File: src/rtl/cpu_pkg.sv
// Shared definitions for the 8-bit four-register CPU: sequencer state encoding,
// default HALT opcode and the register-field positions used by the datapath.
package cpu_pkg;

  typedef enum logic [2:0] {
    ST_IDLE      = 3'd0,
    ST_FETCH     = 3'd1,
    ST_DECODE    = 3'd2,
    ST_EXECUTE   = 3'd3,
    ST_WRITEBACK = 3'd4,
    ST_HALT      = 3'd5,
    ST_ERROR     = 3'd6
  } state_e;

  localparam logic [7:0] HALT_OPCODE_DEF = 8'h70;

  localparam int RD_MSB = 3;
  localparam int RD_LSB = 2;
  localparam int RS_MSB = 1;
  localparam int RS_LSB = 0;

  function automatic logic [1:0] instr_rd(input logic [7:0] ins);
    return ins[RD_MSB:RD_LSB];
  endfunction

  function automatic logic [1:0] instr_rs(input logic [7:0] ins);
    return ins[RS_MSB:RS_LSB];
  endfunction

endpackage

File: src/rtl/cpu_sequencer.sv
// Multicycle FETCH/DECODE/EXECUTE/WRITEBACK sequencer: 4 cycles per instruction with zero-wait memory,
// fetch stalls on mem_ack, HALT and fetch-timeout are sticky until reset.
module cpu_sequencer
  import cpu_pkg::*;
#(
  parameter logic [7:0]  HALT_OPCODE   = HALT_OPCODE_DEF,
  parameter int unsigned FETCH_TIMEOUT = 16,
  parameter int unsigned COUNT_W       = 16
) (
  input  logic               clk,
  input  logic               rst,
  input  logic               run,
  input  logic               step,
  input  logic               mem_ack,
  input  logic [7:0]         instr,
  output logic               mem_req,
  output logic               pc_en,
  output logic               ir_load,
  output logic               dec_en,
  output logic               exe_en,
  output logic               wb_en,
  output logic               halted,
  output logic               error,
  output logic [2:0]         state,
  output logic [COUNT_W-1:0] instr_count
);

  localparam int TO_W = (FETCH_TIMEOUT < 1) ? 1 : $clog2(FETCH_TIMEOUT + 1);

  state_e             state_q, state_d;
  logic [7:0]         opcode_q, opcode_d;
  logic [TO_W-1:0]    to_cnt_q, to_cnt_d;
  logic [COUNT_W-1:0] instr_count_q, instr_count_d;

  always_ff @(posedge clk or posedge rst) begin
    if (rst) begin
      state_q       <= ST_IDLE;
      opcode_q      <= '0;
      to_cnt_q      <= '0;
      instr_count_q <= '0;
    end else begin
      state_q       <= state_d;
      opcode_q      <= opcode_d;
      to_cnt_q      <= to_cnt_d;
      instr_count_q <= instr_count_d;
    end
  end

  always_comb begin
    state_d       = state_q;
    opcode_d      = opcode_q;
    to_cnt_d      = '0;
    instr_count_d = instr_count_q;
    mem_req       = 1'b0;
    pc_en         = 1'b0;
    ir_load       = 1'b0;
    dec_en        = 1'b0;
    exe_en        = 1'b0;
    wb_en         = 1'b0;
    halted        = 1'b0;
    error         = 1'b0;

    case (state_q)
      ST_IDLE: begin
        if (run || step) state_d = ST_FETCH;
      end
      ST_FETCH: begin
        mem_req = 1'b1;
        if (mem_ack) begin
          ir_load  = 1'b1;
          pc_en    = 1'b1;
          opcode_d = instr;
          state_d  = ST_DECODE;
        end else begin
          to_cnt_d = to_cnt_q + 1'b1;
          // A zero timeout lets the counter wrap harmlessly; it is never compared.
          if (FETCH_TIMEOUT != 0 && to_cnt_d == TO_W'(FETCH_TIMEOUT)) begin
            to_cnt_d = '0;
            state_d  = ST_ERROR;
          end
        end
      end
      ST_DECODE: begin
        dec_en = 1'b1;
        if (opcode_q == HALT_OPCODE) begin
          instr_count_d = instr_count_q + COUNT_W'(1);
          state_d       = ST_HALT;
        end else begin
          state_d = ST_EXECUTE;
        end
      end
      ST_EXECUTE: begin
        exe_en  = 1'b1;
        state_d = ST_WRITEBACK;
      end
      ST_WRITEBACK: begin
        wb_en         = 1'b1;
        instr_count_d = instr_count_q + COUNT_W'(1);
        state_d       = run ? ST_FETCH : ST_IDLE;
      end
      ST_HALT: begin
        halted = 1'b1;
      end
      ST_ERROR: begin
        error = 1'b1;
      end
      default: begin
        state_d = ST_IDLE;
      end
    endcase
  end

  assign state       = state_q;
  assign instr_count = instr_count_q;

endmodule

File: config.mk
export PLATFORM = sky130hd
export DESIGN_NAME = cpu_sequencer
export DESIGN_NICKNAME = d
export VERILOG_FILES = /design/src/rtl/cpu_pkg.sv /design/src/rtl/cpu_sequencer.sv
export SDC_FILE = /design/constraint.sdc
export NUM_CORES = 1
export LEC_CHECK = 0
export BUFFER_PORTS_ARGS = -buffer_cell sky130_fd_sc_hd__buf_2
export CAP_MARGIN = 25
export CELL_PAD_IN_SITES_DETAIL_PLACEMENT = 0
export CELL_PAD_IN_SITES_GLOBAL_PLACEMENT = 1
export CORE_ASPECT_RATIO = 0.7
export CORE_MARGIN = 4
export CORE_UTILIZATION = 40
export CTS_CLUSTER_DIAMETER = 30
export CTS_CLUSTER_SIZE = 10
export DETAILED_ROUTE_END_ITERATION = 16
export GPL_TIMING_DRIVEN = 0
export PLACE_DENSITY = 0.88
export RECOVER_POWER = 50
export SLEW_MARGIN = 20
export SYNTH_ARGS = -nofsm -noshare
export SYNTH_HDL_FRONTEND = slang
export SYNTH_SLANG_ARGS = --single-unit
File: constraint.sdc
create_clock -name clk -period 2.3 [get_ports clk]
set_input_delay 0.115 -clock clk [delete_from_list [all_inputs] [get_ports clk]]
set_output_delay 0.115 -clock clk [all_outputs]
set_load 0.02 [all_outputs]
==> qor.csv, run 1 <==
metric;value;unit
run_status;finished, final reports clean;
cts_root_buf;clkbuf_8;
synth_area_leaders;dfrtp_1, xor2_1, mux2_2;
initialDrtViolationCount;110;
first_global_vias;1199;
avgSynthCellArea;10.9;µm²
combPwrFrac;0.364;
synth_compound_area_frac;0.0525;
max_freq;0.496;GHz
p_int;0.00139;W
synth_top_family_by_area;simple AND/OR/NAND/NOR gates;
synth-seq-area-share;0.494;
cts_tree;built;
ir_drop;0.623;mV
leakage;0.986;nW
gp_congestion;0.761;
worst_slew_pin_slew;1.19;ns
hold_end;opcode_q[3];
wirelength;3300;µm
final_cell_mix;dfrtp_1, clkbuf_1, buf_2;
period_share;0.877;
diodes;0;
yosys-mux-area-fraction;0.0687;
hold_path.class;in2reg;
wire_per_inst;13.3;µm
dr_total_vias;1256;
clkTransAtPathRegs;0.07;ns
setup_tns;0;ns
cts_sinks;32;
syn2layout_area_growth;23.5;%
end_kind;output port;
vias_per_cell;5.04;
die_area;5150;µm²
grt_setup_unrepaired;false;
hold_depth;2;
cts_buffer_depth;2;
grt.overflow.total;0;
die_x;84.1;µm
r2r-end;instr_count[7];
maxSlewHeadroom;0.208;
r2r_setup_slack;0.30;ns
syn_nets;164;
final_max_slew_viol_count;0;
yosysWarnings;0;
crit_arrival;1.90;ns
seqPwrFrac;0.366;
final_nets;211;
drv_cap;0;
start_util;0.413;
ys_types;38;
cp-startpoint;state[0];
firstDrtPassIters;4;
yosys.area.top_type_share;0.494;
cts_resized;0;
drc;0;
required;2.18;ns
grtUsageTotal;0.136;
numPortBuffers;39;
path_class;reg2out;
grt_pass1_wl;5530;µm
num_rows;19;
die-height;61.3;µm
synth-xor-area-share;0.0919;
skew;0.00608;ns
core;3920;µm²
grt_max_degree;33;
clk_latency;0.28;ns
antenna_found_initial;0;
drive_above_1_share;0.254;
cts_buffers;5;
setup_viol;0;
min_from;instr[3];
power.net_switching;0.000763;W
fillers;352;
synthSimpleGateAreaFrac;0.239;
final_cells;249;
synth-adder-area-share;0.0154;
numPlacedInstances;240;
critPathLaunchType;flop;
crit_path_max_fanout;10;
power_density;1080;nW/µm²
antenna_left;0;
reg2regPathDepth;6;
final_common_cell;dfrtp_1;
fin_crit;2.02;ns
synth_top_area_cell;dfrtp_1;
num_io_pins;40;
reg2reg_from;state[0];
switching_share;0.354;
clockPowerShare;0.270;
synthesis.area;1620;µm²
netlist_instances;149;
dp_hpwl;2360;µm
synth-seq-cells;32;
finalHoldViolations;0;
h-tree-depth;2;
## stage by stage
step / total power, W / cell area, µm² / utilization / hold slack (ns) / setup WS (ns)
after global routing: 0.00230 / 2000 / 0.510 / 0.0593 / 0.0868
final: 0.00216 / 2000 / 0.510 / 0.0671 / 0.283
after global placement: 0.00160 / 1890 / 0.481 / 0.348 / 0.314
after detailed placement: 0.00160 / 1890 / 0.481 / 0.254 / 0.325
after CTS: 0.00219 / 2020 / 0.515 / 0.0597 / 0.265
after floorplan: 0.00139 / 1630 / - / 0.231 / 0.240
## worst max path at each step
| stage | endpoint | cells past startpoint |
|---|---|---|
| after detailed placement | instr_count[7] | 6 |
| after global placement | instr_count[15] | 6 |
| final | pc_en | 6 |
| after CTS | pc_en | 6 |
| after global routing | pc_en | 6 |
| after floorplan | opcode_q[0] | 5 |
## synth_stat cells (all sizes together)
library cell  instances
and2                  2
mux2i                 1
a31oi                 1
or3b                  1
xnor2                 3
nor3b                 4
xor2                 14
or4                   1
o211ai                1
ha                    2
a21oi                 2
dfrtp                32
nor4                  1
nand2b                3
nand4b                1
buf                   3
nor2b                 2
o21ai                 3
o41a                  1
o21bai                1
and4                  1
nand2                 6
nand4                 8
o2bb2ai               1
o22a                  1
mux2                  9
nor3                  7
and3                  1
clkbuf                6
inv                   4
or3                   2
nor2                 17
nand3                 7
## critical path: stages, from the launching register on
cell      delay, ns
dfrtp_1        0.34
clkbuf_1       0.29
nor3b_2        0.32
and2_1         0.16
buf_2          0.23
buf_4          0.14
buf_2          0.15
## what timing repair did
action | in CTS | in global routing
hold buffers | 1 | 0
hold endpoints to repair | 32 | 0
setup buffers | 0 | 0
## power by group through the flow
stage | clock network [W] | registers [W] | logic, W
after floorplan | 0 | 0.000856 | 0.000532
after CTS | 0.000595 | 0.000788 | 0.000810
final | 0.000582 | 0.000789 | 0.000784
after global placement | 0 | 0.000794 | 0.000809
after global routing | 0.000622 | 0.000808 | 0.000872
after detailed placement | 0 | 0.000798 | 0.000805
## registers in the layout, indices dropped and copies added, names as in the netlist
name / flops
instr_count: 16
opcode_q: 8
to_cnt_q: 5
state: 3
## logic make-up (layout without fill, tap and decap cells)
kind of cell | Yosys count | count (layout)
compound gates | 11 | 11
xor+xnor | 17 | 17
fa+ha+maj | 2 | 2
buf+inv | 13 | 61
flops | 32 | 32
mux | 10 | 10
simple gates | 64 | 64
## area by class of cell
cell class	instances	area, µm²	share of cell area
Sequential cell	32	801	0.400
Multi-Input combinational cell	104	763	0.381
Timing Repair Buffer	40	184	0.0919
Clock buffer	7	96.3	0.0482
Tap cell	52	65.1	0.0325
Buffer	9	46.3	0.0231
Clock inverter	1	30.0	0.0150
Inverter	4	15.0	0.00750
## routing by layer
| metal | vias to the layer above | track usage | share of wire |
|---|---|---|---|
| met3 | 6 | 0.0414 | 0.041 |
| met4 | 0 | 0.0505 | 0.013 |
| li1 | 604 | - | - |
| met2 | 29 | 0.211 | 0.47 |
| met5 | - | 0 | 0 |
| met1 | 617 | 0.184 | 0.48 |
No activity file was read; power rests on OpenSTA's default activity.
==> run 2: changes to the inputs <==
RECOVER_POWER = unset   (was 50)
==> qor.csv, run 2 (synthesis results as in run 1) <==
metric;value;unit;change
run_status;finished, final reports clean;;
h-tree-depth;2;;unchanged
ir_drop;0.647;mV;+3.9%
grt_setup_unrepaired;false;;
largest_register_ffs;16;;unchanged
clk_latency;0.28;ns;about the same
reg2reg_from;state[0];;
hold_depth;2;;unchanged
grtUsageTotal;0.136;;unchanged
antenna_left;0;;unchanged
syn2layout_area_growth;24.8;%;
numPortBuffers;39;;unchanged
total_power;0.00217;W;+0.82%
leakage;1.05;nW;+6.7%
path_cells;clkbuf_1 -> nor3b_2 -> and2_1 -> buf_2 -> buf_4 -> buf_2;;
skew;0.00598;ns;-0.0000985 ns
cts_sinks;32;;unchanged
die_area;5150;µm²;unchanged
diodes;0;;unchanged
vias_per_cell;5.04;;-0.16%
firstDrtPassIters;4;;unchanged
crit_path_max_fanout;10;;unchanged
path_class;reg2out;;
setup_tns;0;ns;unchanged
final_max_slew_viol_count;0;;unchanged
initialDrtViolationCount;105;;-4.5%
cts_root_buf;clkbuf_8;;
cts_buffer_depth;2;;unchanged
drive_above_1_share;0.345;;+0.0914
min_from;instr[3];;
power_density;1080;nW/µm²;-0.24%
clkTransAtPathRegs;0.07;ns;about the same
core;3920;µm²;unchanged
critPathLaunchType;flop;;
reg2regPathDepth;6;;unchanged
crit_arrival;1.90;ns;about the same
final_nets;211;;unchanged
r2r-end;instr_count[7];;
r2r_setup_slack;0.30;ns;about the same
maxSlewHeadroom;0.562;;+0.354
drc;0;;unchanged
hold_path.class;in2reg;;
num_io_pins;40;;unchanged
fin_area;2020;µm²;+1.1%
grt.overflow.total;0;;unchanged
start_util;0.413;;unchanged
antenna_found_initial;0;;unchanged
dr_total_vias;1254;;-0.16%
cts_tree;built;;
die_x;84.1;µm;unchanged
drv_cap;0;;unchanged
grt_pass1_wl;5530;µm;unchanged
place_ws;0.325;ns;unchanged
required;2.18;ns;about the same
num_rows;19;;unchanged
fillers;341;;-3.1%
period_share;0.877;;about the same
fin_ws;0.284;ns;+0.00104 ns
wirelength;3290;µm;-0.18%
final_cell_mix;buf_2, dfrtp_1, nor2_1;;
cp_common_cell;buf_2;;
cpPeakStageDelay;0.34;ns;about the same
die-height;61.3;µm;unchanged
place_area;1890;µm²;unchanged
end_kind;output port;;
first_global_vias;1199;;unchanged
hold_end;opcode_q[3];;
wire_per_inst;13.2;µm;-0.18%
grt_max_degree;33;;unchanged
fin_crit;2.02;ns;-0.00104 ns
worst_slew_pin_slew;0.656;ns;-0.530 ns
setup_viol;0;;unchanged
final_common_cell;buf_2;;
cts_buffers;5;;unchanged
max_freq;0.496;GHz;about the same
dp_hpwl;2360;µm;unchanged
finalHoldViolations;0;;unchanged
gp_congestion;0.761;;unchanged
crit_slowest_cell;dfrtp_1;;
## run 2: cell types whose count changed in the layout (fill, tap and decap cells not counted), sizes merged
cell    change
buf        +17
clkbuf     -17
## run 2: where the power goes
part	total, W	internal, W	leakage [nW]	switching (W)
combinational	0.000802	0.000322	0.569	0.000480
clock	0.000583	0.000382	0.0645	0.000201
sequential	0.000788	0.000704	0.419	0.0000840
## run 2: routing by layer
metal / share of wire / global-route usage
met3: 0.045 / 0.0414
met4: 0.013 / 0.0505
met5: 0 / 0
met2: 0.47 / 0.211
met1: 0.47 / 0.184
## run 2: cell type report
type | instances | area (µm²) | share of cell area
Sequential cell | 32 | 801 | 0.396
Multi-Input combinational cell | 104 | 763 | 0.377
Timing Repair Buffer | 40 | 205 | 0.101
Clock buffer | 7 | 96.3 | 0.0476
Tap cell | 52 | 65.1 | 0.0322
Buffer | 9 | 46.3 | 0.0229
Clock inverter | 1 | 30.0 | 0.0149
Inverter | 4 | 15.0 | 0.00743
## run 2: repair_timing
action,in CTS,in global routing
buffers inserted,0,0
gates resized for setup,0,0
hold buffers,1,0
hold endpoints to repair,32,0
## run 2: worst max path at each step
stage	slack, ns	endpoint	startpoint	cells after the start
floorplan	0.24	opcode_q[0]	state[0]	5
global placement	0.31	instr_count[15]	state[0]	6
detailed placement	0.32	instr_count[7]	state[0]	6
CTS	0.27	pc_en	state[0]	6
global route	0.09	pc_en	state[0]	6
finish	0.28	pc_en	state[0]	6
## run 2: critical path: cells and delay by family (launching register included)
family / cells / cell delay, ns
buffers and inverters: 4 / 0.81
flip-flops: 1 / 0.34
AND/OR/NAND/NOR: 2 / 0.48
## run 2: stage by stage
step | instances | hold slack (ns) | util
floorplan | 149 | 0.231 | -
global placement | 240 | 0.348 | 0.481
detailed placement | 240 | 0.254 | 0.481
CTS | 249 | 0.0597 | 0.515
global route | 249 | 0.0593 | 0.515
finish | 249 | 0.0671 | 0.515
